==> src/rtl/signed_int_approx_mul_pkg.sv <==
// Shared widths and types for the signed approximate 8x8 multiplier.
package signed_int_approx_mul_pkg;

    localparam int W      = 8;
    localparam int MASK_W = 6;
    localparam int RW     = 2 * W;

    typedef logic signed [W-1:0]  operand_t;
    typedef logic        [W:0]    mag_t;
    typedef logic signed [RW-1:0] result_t;
    typedef logic        [MASK_W-1:0] mask_t;

endpackage

==> src/rtl/signed_int_approx_mul_if.sv <==
// Operand/result bundle for signed_int_approx_mul.
// APPROX_EXACT_FLAG_EN adds the exact_flag result signal.
interface signed_int_approx_mul_if;
    import signed_int_approx_mul_pkg::*;

    logic     in_valid;
    operand_t A;
    operand_t B;
    mask_t    Conf_Bit_Mask;
    logic     out_valid;
    result_t  R;
`ifdef APPROX_EXACT_FLAG_EN
    logic     exact_flag;

    modport master (output in_valid, A, B, Conf_Bit_Mask,
                    input  out_valid, R, exact_flag);
    modport slave  (input  in_valid, A, B, Conf_Bit_Mask,
                    output out_valid, R, exact_flag);
`else
    modport master (output in_valid, A, B, Conf_Bit_Mask,
                    input  out_valid, R);
    modport slave  (input  in_valid, A, B, Conf_Bit_Mask,
                    output out_valid, R);
`endif

endinterface

==> src/rtl/signed_int_approx_mul_approx_umul8.sv <==
// Combinational unsigned magnitude multiplier. Walks the product columns
// from LSB upward; a masked low column collapses to OR of its bits and
// stops its carry, which shortens the carry chain.
module approx_umul8
    import signed_int_approx_mul_pkg::*;
(
    input  mag_t              a,
    input  mag_t              b,
    input  mask_t             mask,
    output logic [RW-1:0]     p
);

    logic [RW-1:0] col_mask;

    assign col_mask = {{(RW-MASK_W){1'b0}}, mask};

    // Column walk: sum partial products plus incoming carry per column.
    always_comb begin
        logic [4:0] s;
        logic [4:0] cin;
        cin = '0;
        s   = '0;
        p   = '0;
        for (int c = 0; c < RW; c++) begin
            s = cin;
            for (int i = 0; i <= W; i++) begin
                for (int j = 0; j <= W; j++) begin
                    if (i + j == c) begin
                        s = s + 5'(a[i] & b[j]);
                    end
                end
            end
            if (col_mask[c]) begin
                p[c] = (s != 5'd0);
                cin  = '0;
            end else begin
                p[c] = s[0];
                cin  = {1'b0, s[4:1]};
            end
        end
    end

endmodule

==> src/rtl/signed_int_approx_mul.sv <==
// Signed approximate 8x8 multiplier with one registered stage.
// Sign-magnitude around approx_umul8; optional APPROX_EXACT_FLAG_EN adds
// exact_flag, set when the approximate result equals the true product.
module signed_int_approx_mul
    import signed_int_approx_mul_pkg::*;
(
    input  logic                   clk,
    input  logic                   rst_n,
    signed_int_approx_mul_if.slave bus
);

    function automatic mag_t to_mag(operand_t v);
        mag_t ext;
        ext = {v[W-1], v};
        return v[W-1] ? -ext : ext;
    endfunction

    function automatic result_t apply_sign(logic neg, logic [RW-1:0] m);
        result_t sm;
        sm = signed'(m);
        return neg ? -sm : sm;
    endfunction

    mag_t          mag_a;
    mag_t          mag_b;
    logic [RW-1:0] prod_mag;
    result_t       r_next;
    result_t       r_p1;
    logic          vld_p1;

    assign mag_a  = to_mag(bus.A);
    assign mag_b  = to_mag(bus.B);
    assign r_next = apply_sign(bus.A[W-1] ^ bus.B[W-1], prod_mag);

    approx_umul8 u_umul (
        .a    (mag_a),
        .b    (mag_b),
        .mask (bus.Conf_Bit_Mask),
        .p    (prod_mag)
    );

    // Stage p1: capture result on accepted operands, valid follows input.
    always_ff @(posedge clk) begin
        if (!rst_n) begin
            vld_p1 <= 1'b0;
            r_p1   <= '0;
        end else begin
            vld_p1 <= bus.in_valid;
            if (bus.in_valid) begin
                r_p1 <= r_next;
            end
        end
    end

    assign bus.out_valid = vld_p1;
    assign bus.R         = r_p1;

`ifdef APPROX_EXACT_FLAG_EN
    result_t exact_prod;
    logic    flag_p1;

    assign exact_prod = result_t'(bus.A) * result_t'(bus.B);

    // Stage p1: exactness flag registered alongside the result.
    always_ff @(posedge clk) begin
        if (!rst_n) begin
            flag_p1 <= 1'b0;
        end else if (bus.in_valid) begin
            flag_p1 <= (r_next == exact_prod);
        end
    end

    assign bus.exact_flag = flag_p1;
`endif

endmodule

==> src/flat_wrapper.sv <==
// flat-port wrapper written by rule: the top's interface ports become plain ports
module signed_int_approx_mul_flat import signed_int_approx_mul_pkg::*;
  (clk, rst_n, bus_in_valid, bus_A, bus_B, bus_Conf_Bit_Mask, bus_out_valid, bus_R);
  signed_int_approx_mul_if bus_i ();
  input  logic clk;
  input  logic rst_n;
  input wire logic [$bits(bus_i.in_valid)-1:0] bus_in_valid;
  input wire logic [$bits(bus_i.A)-1:0] bus_A;
  input wire logic [$bits(bus_i.B)-1:0] bus_B;
  input wire logic [$bits(bus_i.Conf_Bit_Mask)-1:0] bus_Conf_Bit_Mask;
  output wire logic [$bits(bus_i.out_valid)-1:0] bus_out_valid;
  output wire logic [$bits(bus_i.R)-1:0] bus_R;
  assign bus_i.in_valid = bus_in_valid;
  assign bus_i.A = bus_A;
  assign bus_i.B = bus_B;
  assign bus_i.Conf_Bit_Mask = bus_Conf_Bit_Mask;
  assign bus_out_valid = bus_i.out_valid;
  assign bus_R = bus_i.R;
  signed_int_approx_mul u_core (.clk(clk), .rst_n(rst_n), .bus(bus_i));
endmodule
==> config.mk <==
export PLATFORM = sky130hd
export DESIGN_NAME = signed_int_approx_mul_flat
export DESIGN_NICKNAME = d
export VERILOG_FILES = /design/src/rtl/signed_int_approx_mul_pkg.sv /design/src/rtl/signed_int_approx_mul_if.sv /design/src/rtl/signed_int_approx_mul_approx_umul8.sv /design/src/rtl/signed_int_approx_mul.sv /design/src/flat_wrapper.sv
export SDC_FILE = /design/constraint.sdc
export NUM_CORES = 1
export LEC_CHECK = 0
export CORE_MARGIN = 8
export CORE_UTILIZATION = 25
export DETAILED_ROUTE_END_ITERATION = 7
export SLEW_MARGIN = 5
export SYNTH_ARGS = -nofsm -noshare
export SYNTH_HDL_FRONTEND = slang
export SYNTH_SLANG_ARGS = --single-unit
==> constraint.sdc <==
create_clock -name clk -period 49.5 [get_ports clk]
set_input_delay 7.425 -clock clk [delete_from_list [all_inputs] [get_ports clk]]
set_output_delay 7.425 -clock clk [all_outputs]
set_load 0.03 [all_outputs]
==> metrics, run 1 <==
status=completed; CTS tree=yes; cts repair resizes=0; Max Slew Vio Count=0; ANT nets after route=0; Syn Inst Count=450; first-pass GRT wire length=~16000 um; dominant cells by area after synthesis=fa_1 24%, ha_1 17%, dfxtp_1 8.9%; vias=about 3100; largest net degree at the start of global routing=19; RSZ-0062 raised after global routing=false; EDFF count, synth=0; Worst path max stage delay=~0.78 ns; DR WL/cell=roughly 13 um; hold buffers post-CTS=0; layout filler cell count=approximately 1600; Area Growth Syn to Fin=19.49%; Hold Fails Final Rpt=0; First DRT Iteration DRCs=85; CP most frequent cell=fa_1; vias per cell=approximately 4.6; crit-path leading delay family=adder cells; clock root cell=clkbuf_16; Setup Total Neg Slack=0 ns; TritonCTS buffer count=3; RePlAce Congestion=0.8547; Crit-path slowest cell=clkdlybuf4s50_1; row count=between 40 and 50; Chip Height=approximately 140 um; top cells by count, synth=63 x inv_1, 54 x nand2_1, 52 x ha_1; Synth Warn #=0; max frequency=28.84 MHz; r2r setup slk=about 49 ns; max_cap viols=0; Die Footprint=between 15000 and 20000 um2; Setup-failing EPs final=0; worst hold path type=reg2reg; multi-input logic area=about 3300 um2; Post-CTS Setup Inserts=0; top-count cell post-synth=inv_1; clk buf depth=2; Slew @ Worst Pin=1.183 ns; Total Routed Length=just over 9000 um; post-synth cell types=between 50 and 60; GRT Total Usage=0.09523; chip width=roughly 140 um; Arr. time, crit path=approximately 35 ns; period utilization=0.7004; Post-synth top flop=dfxtp_1; Syn Area/Cell=approximately 8.5 um2; Post-synth ARST share=0; post-synthesis sequential area ratio=0.08909; register bit total from synthesis=17; ant diodes=0; clk_lat worst skew=around 0.25 ns; vias in the first global route=between 3000 and 4000; critical path fanouts, max=10; Reg area=between 300 and 400 um2; Core Footprint=~15000 um2; Total Nets Final=roughly 630; initial core utilization=0.2532; share of post-route cells with drive strength above 1=0.03194; post-detail-place hpwl=just under 8000 um; Yosys top cell area share=0.2411; Crit Path Category=in2reg; Worst setup EP type=flop; clk_skew=0 ns; slew margin rel.=0.2058; initial antenna violation count=0; PortBufs=40; H-tree levels=1; Clock transition at path regs=approximately 0.050 ns; CP Launch Type=primary input; DRT Pass-1 Iters=4; Post-Syn Area=roughly 3800 um2; IO Count=42; Final min period=between 30 and 40 ns; area leader, netlist=fa_1; crit path buf inv count=19; Worst EP required=49.62 ns; clk sinks=17; DRC Markers=0; GR Overflow Total=0
## worst min-delay path, cell delays in order, from the launching register on
cell and delay [ns]:
dfxtp_1 0.30, nand2_1 0.05, o21ai_1 0.05
## cells by family after synthesis
kind of cell / count (synthesis) / share of synthesized area
other cells: 2 / 0.001966
compound gates: 72 / 0.1268
buf+inv: 70 / 0.06977
flops: 17 / 0.08909
simple gates: 141 / 0.1854
xor+xnor: 47 / 0.1078
fa+ha+maj: 98 / 0.4114
mux: 3 / 0.007861
## path summary, 6_finish.rpt
kind / startpoint / end / depth (start not counted)
setup / recovery: bus_B[0] / u_core.bus.R[15]$_SDFFE_PN0P_ / 80
hold / removal: u_core.bus.R[13]$_SDFFE_PN0P_ / u_core.bus.R[13]$_SDFFE_PN0P_ / 2
setup reg to reg: u_core.bus.R[1]$_SDFFE_PN0P_ / u_core.bus.R[1]$_SDFFE_PN0P_ / 2
hold reg to reg: u_core.bus.R[13]$_SDFFE_PN0P_ / u_core.bus.R[13]$_SDFFE_PN0P_ / 2
## final cells by class
type	instances	area share
timing repair buffer	42	0.09101
tap	188	0.05154
clock buffer	4	0.01727
multi-input combinational	375	0.7138
inverter	63	0.05181
sequential	17	0.07456
## through the flow
stage,hold WS [ns],utilization,instances,setup WS [ns],instance area (um2)
6_report,0.4456,0.3025,689,14.83,4564
3_5_place_dp,0.4423,0.2973,685,14.51,4486
2_1_floorplan,0.5722,-,462,16.60,3865
4_1_cts,0.4489,0.3025,689,14.71,4564
5_1_grt,0.4750,0.3025,689,13.74,4564
3_3_place_gp,0.4385,0.2973,685,14.77,4486
## flip-flops by register name (all words and copies together), names as in the netlist
| name | count |
|---|---|
| u_core.bus.out_valid | 1 |
| u_core.bus.R | 16 |
## metal layers
| layer | vias up | global-route usage | wire (um) |
|---|---|---|---|
| li1 | 1554 | - | - |
| met3 | 12 | 0.01060 | 348 |
| met1 | 1516 | 0.1052 | 3871 |
| met4 | 0 | 0.02857 | 135 |
| met2 | 63 | 0.1859 | 4696 |
| met5 | - | 0 | 0 |
## placed cells by master (no fill, tap or decap), types with 2 or more instances in the layout
cell             count
a211o_1              2
or2_2                3
dfxtp_1             17
nand3_1              2
nor2b_1              8
xor2_1              10
clkbuf_16            3
mux2i_1              3
nand3b_1             3
inv_1               63
a31oi_1              5
conb_1              14
a21oi_1             19
nand2b_1            13
nand2_1             54
buf_4                2
ha_1                52
o21a_1               3
or3_1                3
and2_1               9
clkdlybuf4s50_1     40
a41oi_1              3
o21ai_1              2
fa_1                46
o21ai_0             17
xnor2_1             37
a21o_1              10
nor2_1              33
Power of run 1 is not shown: default switching activity piles up to over one toggle a cycle in this logic, so the estimate is an artifact.
==> inputs of run 2 (changes only) <==
==> constraint.sdc (replaced) <==
create_clock -name clk -period 29 [get_ports clk]
set_input_delay 4.35 -clock clk [delete_from_list [all_inputs] [get_ports clk]]
set_output_delay 4.35 -clock clk [all_outputs]
set_load 0.03 [all_outputs]
==> run 2 against run 1 <==
  * Via count increased by 5.1%
  * Worst setup slack worse by 14 ns
  * Count of clock-buffer cells in the layout decreased by 1
  * Global-route usage up 0.57 points
  * Clock skew stayed put
  * Critical endpoint unchanged
  * Register-to-register slack got worse by 21 ns
  * Non-clock buffer count grew 51
==> metrics, run 2 (synthesized netlist as in run 1, its figures left out) <==
pre-CTS setup slack=-2.061 ns (-16.57 ns); Chip Height=139.6 um (unchanged); clock root cell=clkbuf_16; clk buf depth=2 (unchanged); RR Startpoint=u_core.bus.R[1]$_SDFFE_PN0P_; Arr. time, crit path=28.67 ns (-6.13 ns); DRC Markers=0 (unchanged); post-detail-place hpwl=8438 um (+6.1%); Crit-path slowest cell=fa_1; worst reg-to-reg path cell count=2 (unchanged); DR top layer=met4; vias=3304 (+5.1%); fin util=0.3381 (+0.03566); PnR worst setup slack=0.4628 ns (-14.37 ns); crit path buf inv count=19 (unchanged); Area Growth Syn to Fin=33.57%; crit path to=u_core.bus.R[15]$_SDFFE_PN0P_; clk_lat worst skew=0.25 ns (about the same); initial core utilization=0.2532 (unchanged); DR WL/cell=13.11 um (-0.18%); row count=45 (unchanged); clk sinks=17 (unchanged); ANT nets after route=0 (unchanged); vias per cell=4.465 (-2.2%); Setup Total Neg Slack=0 ns (unchanged); Largest register FFs=16 (unchanged); Core Footprint=15090 um2 (unchanged); largest net degree at the start of global routing=19 (unchanged); Final min period=roughly 29 ns; Die Footprint=19490 um2 (unchanged); Clock transition at path regs=0.05 ns (about the same); RePlAce Congestion=0.8171 (-4.4%); chip width=139.6 um (unchanged); max frequency=approximately 35 MHz; First DRT Iteration DRCs=109 (+28%); met3 WL=249 um (-28%); IO Count=42 (unchanged); WP depth=82 (+2.5%); slew margin rel.=0.1625 (-0.04330); share of post-route cells with drive strength above 1=0.2083 (+0.1764); GR Overflow Total=0 (unchanged); hold buffers post-CTS=0 (unchanged); Worst setup EP type=flop; R2R Path End=u_core.bus.R[1]$_SDFFE_PN0P_; crit path from=bus_A[1]; DRT met1 WL=4272 um (+10%); Total Nets Final=676 (+8.2%); max_cap viols=0 (unchanged); most frequent cells in the layout=52 x nand2_1, 52 x buf_4, 49 x inv_1; Setup-failing EPs final=0 (unchanged); PortBufs=40 (unchanged); GRT Total Usage=0.1010 (+0.005728); Worst EP required=29.13 ns (-20.49 ns); Worst path max stage delay=0.59 ns (-0.19 ns); met2 wire len=5063 um (+7.8%); clk_skew=0 ns (unchanged); period utilization=0.9840; vias in the first global route=3637 (+6.4%); status=completed; first-pass GRT wire length=16670 um (+7.1%); DRT Pass-1 Iters=6 (+2); RSZ-0062 raised after global routing=true; Max Slew Vio Count=0 (unchanged); Total Routed Length=9703 um (+7.2%); CP Launch Type=primary input; CP most frequent cell=fa_1; Slew @ Worst Pin=1.247 ns (+0.06449 ns); H-tree levels=1 (unchanged); r2r setup slk=28.29 ns (-20.51 ns); Hold Fails Final Rpt=0 (unchanged); critical path fanouts, max=2 (-8); worst hold path type=reg2reg; CTS tree=yes; crit-path leading delay family=adder cells; TritonCTS buffer count=3 (unchanged); initial antenna violation count=0 (unchanged); Crit Path Category=in2reg; ant diodes=0 (unchanged)
-- run 2: worst min path at each step --
stage / startpoint / to / slack [ns] / depth (start not counted)
floorplan: u_core.bus.R[13]$_SDFFE_PN0P_ / u_core.bus.R[13]$_SDFFE_PN0P_ / 0.57 / 2
global placement: u_core.bus.R[12]$_SDFFE_PN0P_ / u_core.bus.R[12]$_SDFFE_PN0P_ / 0.44 / 2
detailed placement: u_core.bus.R[10]$_SDFFE_PN0P_ / u_core.bus.R[10]$_SDFFE_PN0P_ / 0.45 / 2
CTS: u_core.bus.R[15]$_SDFFE_PN0P_ / u_core.bus.R[15]$_SDFFE_PN0P_ / 0.45 / 2
global route: u_core.bus.R[10]$_SDFFE_PN0P_ / u_core.bus.R[10]$_SDFFE_PN0P_ / 0.47 / 2
finish: u_core.bus.R[15]$_SDFFE_PN0P_ / u_core.bus.R[15]$_SDFFE_PN0P_ / 0.45 / 2
-- run 2: routing by layer --
| metal | global-route usage | up-vias |
|---|---|---|
| li1 | - | 1655 |
| met1 | 0.1146 | 1583 |
| met2 | 0.1996 | 56 |
| met3 | 0.005814 | 10 |
| met4 | 0.02514 | 0 |
| met5 | 0 | - |
-- run 2: layout make-up --
| class | instances | area (um2) |
|---|---|---|
| clock buffers | 3 | 75.07 |
| clock inverters | 1 | 5.005 |
| fillers | 1574 | 9987 |
| inverters | 63 | 241.5 |
| multi-input cells | 375 | 3407 |
| flip-flops and latches | 17 | 340.3 |
| well taps | 188 | 235.2 |
| repair buffers | 93 | 798.3 |
-- run 2: worst reg2reg max path, delay by kind of cell, from the launching register on --
| family | cells | cell delay, ns |
|---|---|---|
| AND/OR/NAND/NOR | 1 | 0.04 |
| AO/OA/AOI/OAI | 1 | 0.25 |
| flip-flops | 1 | 0.33 |
-- run 2: repair_timing --
item / in CTS / in global routing
setup buffers: 3 / 4
setup endpoints to repair: 3 / 2
pin swaps: 48 / 23
resized for setup: 39 / 35
-- run 2: metrics by stage --
step                cell area (um2)  std cells  hold WS (ns)
floorplan                      3881        462        0.5722
global placement               4832        729        0.4389
detailed placement             4832        729        0.4460
CTS                            4972        736        0.4534
global route                   5102        740        0.4722
finish                         5102        740        0.4491
Power of run 2 is left out for the same reason.
==> RTL edit: new RTL, config.mk and constraints of run 2 <==
Change the package constant `MASK_W` from 6 to 5.
--- a/src/rtl/signed_int_approx_mul_pkg.sv
+++ b/src/rtl/signed_int_approx_mul_pkg.sv
@@ -2,7 +2,7 @@
 package signed_int_approx_mul_pkg;
 
     localparam int W      = 8;
-    localparam int MASK_W = 6;
+    localparam int MASK_W = 5;
     localparam int RW     = 2 * W;
 
     typedef logic signed [W-1:0]  operand_t;
Ports: changed (resized bus_Conf_Bit_Mask); port bits go from 42 to 41. The function was not compared with the original's and may differ.
==> RTL edit against run 2 <==
- sequential cell count unchanged
- sequential share of layout area increased by 0.13 points
- critical endpoint unchanged
- final cell count fell by 2.2%
- setup slack gained 330 ps
- count of clock-buffer cells in the layout is the same
- register-to-register slack worse by 60 ps
- global-route usage shrank 0.35 points
- routed wire length fell by 4.5%
- synthesized area fell by 0.49%
- critical path type unchanged
- design area decreased by 1.9%
Power is not shown: default switching activity piles up to over one toggle a cycle in this logic, so the estimate is an artifact.
==> RTL edit: results (changes against run 2) <==
PLACEMENT
---------------------------------------------------------------------------------------
Buffers on Ports .........................................................           39   -2.5%
Placed wire-length estimate ..............................................      7970 µm   -5.5%
Minimum setup slack after placement ......................................     -1640 ps   +422 ps
Placer Congestion ........................................................        0.807   -1.3%

CRITICAL PATH
---------------------------------------------------------------------------------------
Data arrival time of the worst path ......................................     28290 ps   -380 ps
Maximum cell stage delay along the critical path .........................       560 ps   -30 ps

LOGIC SYNTHESIS
---------------------------------------------------------------------------------------
Count of distinct cell types in the synthesized netlist ..................           46   -9.8%
Total of warnings raised by yosys ........................................            0   unchanged
Commonest cells in the synthesized netlist ............................... 62 x inv_1, 52 x ha_1, 46 x fa_1
Leading cell types by total area after synthesis ......................... fa_1 24%, ha_1 17%, dfxtp_1 9.0%, xnor2_1 7.6%, inv_1 6.1%
Fraction of registers with async set or reset after synthesis ............           0%   unchanged
Sequential share of the synthesized area .................................        8.95%   +0.044 points

DETAILED ROUTING
---------------------------------------------------------------------------------------
Number of violations reported at the end of detailed-routing iteration 0 .           94   -14%
Detailed-routing iteration count for the pre-antenna-repair pass .........            4   -2
Via density per instance .................................................         4.49   +0.51%
DRC violation count after routing ........................................            0   unchanged
Total routed wirelength ..................................................      9270 µm   -4.5%

GLOBAL ROUTE
---------------------------------------------------------------------------------------
First-pass GRT wire length ...............................................     16300 µm   -2.3%
Overall fraction of global-route tracks in use ...........................        9.74%   -0.35 points
Number of global-route vias before repair ................................         3606   -0.85%
Largest net degree at the start of global routing ........................           34   +15

CLOCK TREE
---------------------------------------------------------------------------------------
TritonCTS Buffers ........................................................            3   unchanged
Number of H-tree branching levels ........................................            1   unchanged

FINAL LAYOUT
---------------------------------------------------------------------------------------
Number of nets in the layout .............................................          659   -2.5%
Fraction of layout cells with a size suffix above 1 ......................        19.2%   -1.6 points

OUTCOME
---------------------------------------------------------------------------------------
Status ................................................................... finished clean

TIMING
---------------------------------------------------------------------------------------
Worst slew margin ........................................................        28.0%   +12 points

[RTL edit: cell count changes after synthesis, moves of 4 or more]
| cell | delta |
|---|---|
| a41oi_1 | +7 |
| and2_1 | +6 |
| nand2_1 | -9 |
| xnor2_1 | -4 |
[RTL edit: cells by family after synthesis]
group | count (synthesis) | synth area share (%)
other | 2 | 0.198
and+or+nand+nor | 136 | 18.5
adders and majority gates | 98 | 41.3
buffers and inverters | 73 | 7.34
AOI/OAI and AO/OA | 74 | 12.7
DFF | 17 | 8.95
muxes | 2 | 0.527
xor gates and xnor gates | 44 | 10.5
[RTL edit: through the flow]
step / setup TNS, ps / utilization [%] / hold slack, ps / area, µm² / std cells
after CTS: 0 / 32.5 / 476 / 4890 / 722
after global placement: -2310 / 31.5 / 464 / 4730 / 713
final: 0 / 33.3 / 476 / 5000 / 724
after floorplan: 0 / - / 594 / 3860 / 458
after detailed placement: -2870 / 31.5 / 466 / 4730 / 713
after global routing: 0 / 33.3 / 507 / 5000 / 724
[RTL edit: repair_timing]
action / 4_1_cts / 5_1_grt
setup endpoints to repair: 2 / 2
pin swaps: 38 / 51
cloned: 0 / 0
setup buffers: 5 / 2
gates resized for setup: 30 / 31
hold buffers: 0 / 0
endpoints found under the hold margin: 0 / 0
[RTL edit: final timing paths]
check,from,to,slack (ps),cells past startpoint
max,bus_A[0],u_core.bus.R[15],800,80
max reg2reg,u_core.bus.R[1],u_core.bus.R[1],28230,2
min,u_core.bus.R[3],u_core.bus.R[3],480,2
min reg2reg,u_core.bus.R[3],u_core.bus.R[3],480,2
[RTL edit: area by class of cell]
| class | instances | area, µm² |
|---|---|---|
| Timing Repair Buffer | 85 | 713 |
| Sequential cell | 17 | 340 |
| Clock inverter | 1 | 5.00 |
| Clock buffer | 3 | 75.1 |
| Inverter | 62 | 233 |
| Fill cell | 1523 | 10000 |
| Tap cell | 188 | 235 |
| Multi-Input combinational cell | 368 | 3400 |
[RTL edit: routing by layer]
layer  global-route usage (%)  vias to the layer above  part of all wire (%)
met5                        0                        -                     0
met4                     2.02                        0                  0.78
met3                     1.13                        9                   4.1
met2                     18.6                       55                    51
met1                     11.3                     1551                    44
li1                         -                     1634                     -
[RTL edit: worst max-delay path, delay by kind of cell]
family | cells | cell delay [ps]
simple gates | 7 | 980
buf+inv | 18 | 980
xor+xnor | 1 | 280
compound gates | 3 | 370
fa+ha+maj | 51 | 21360
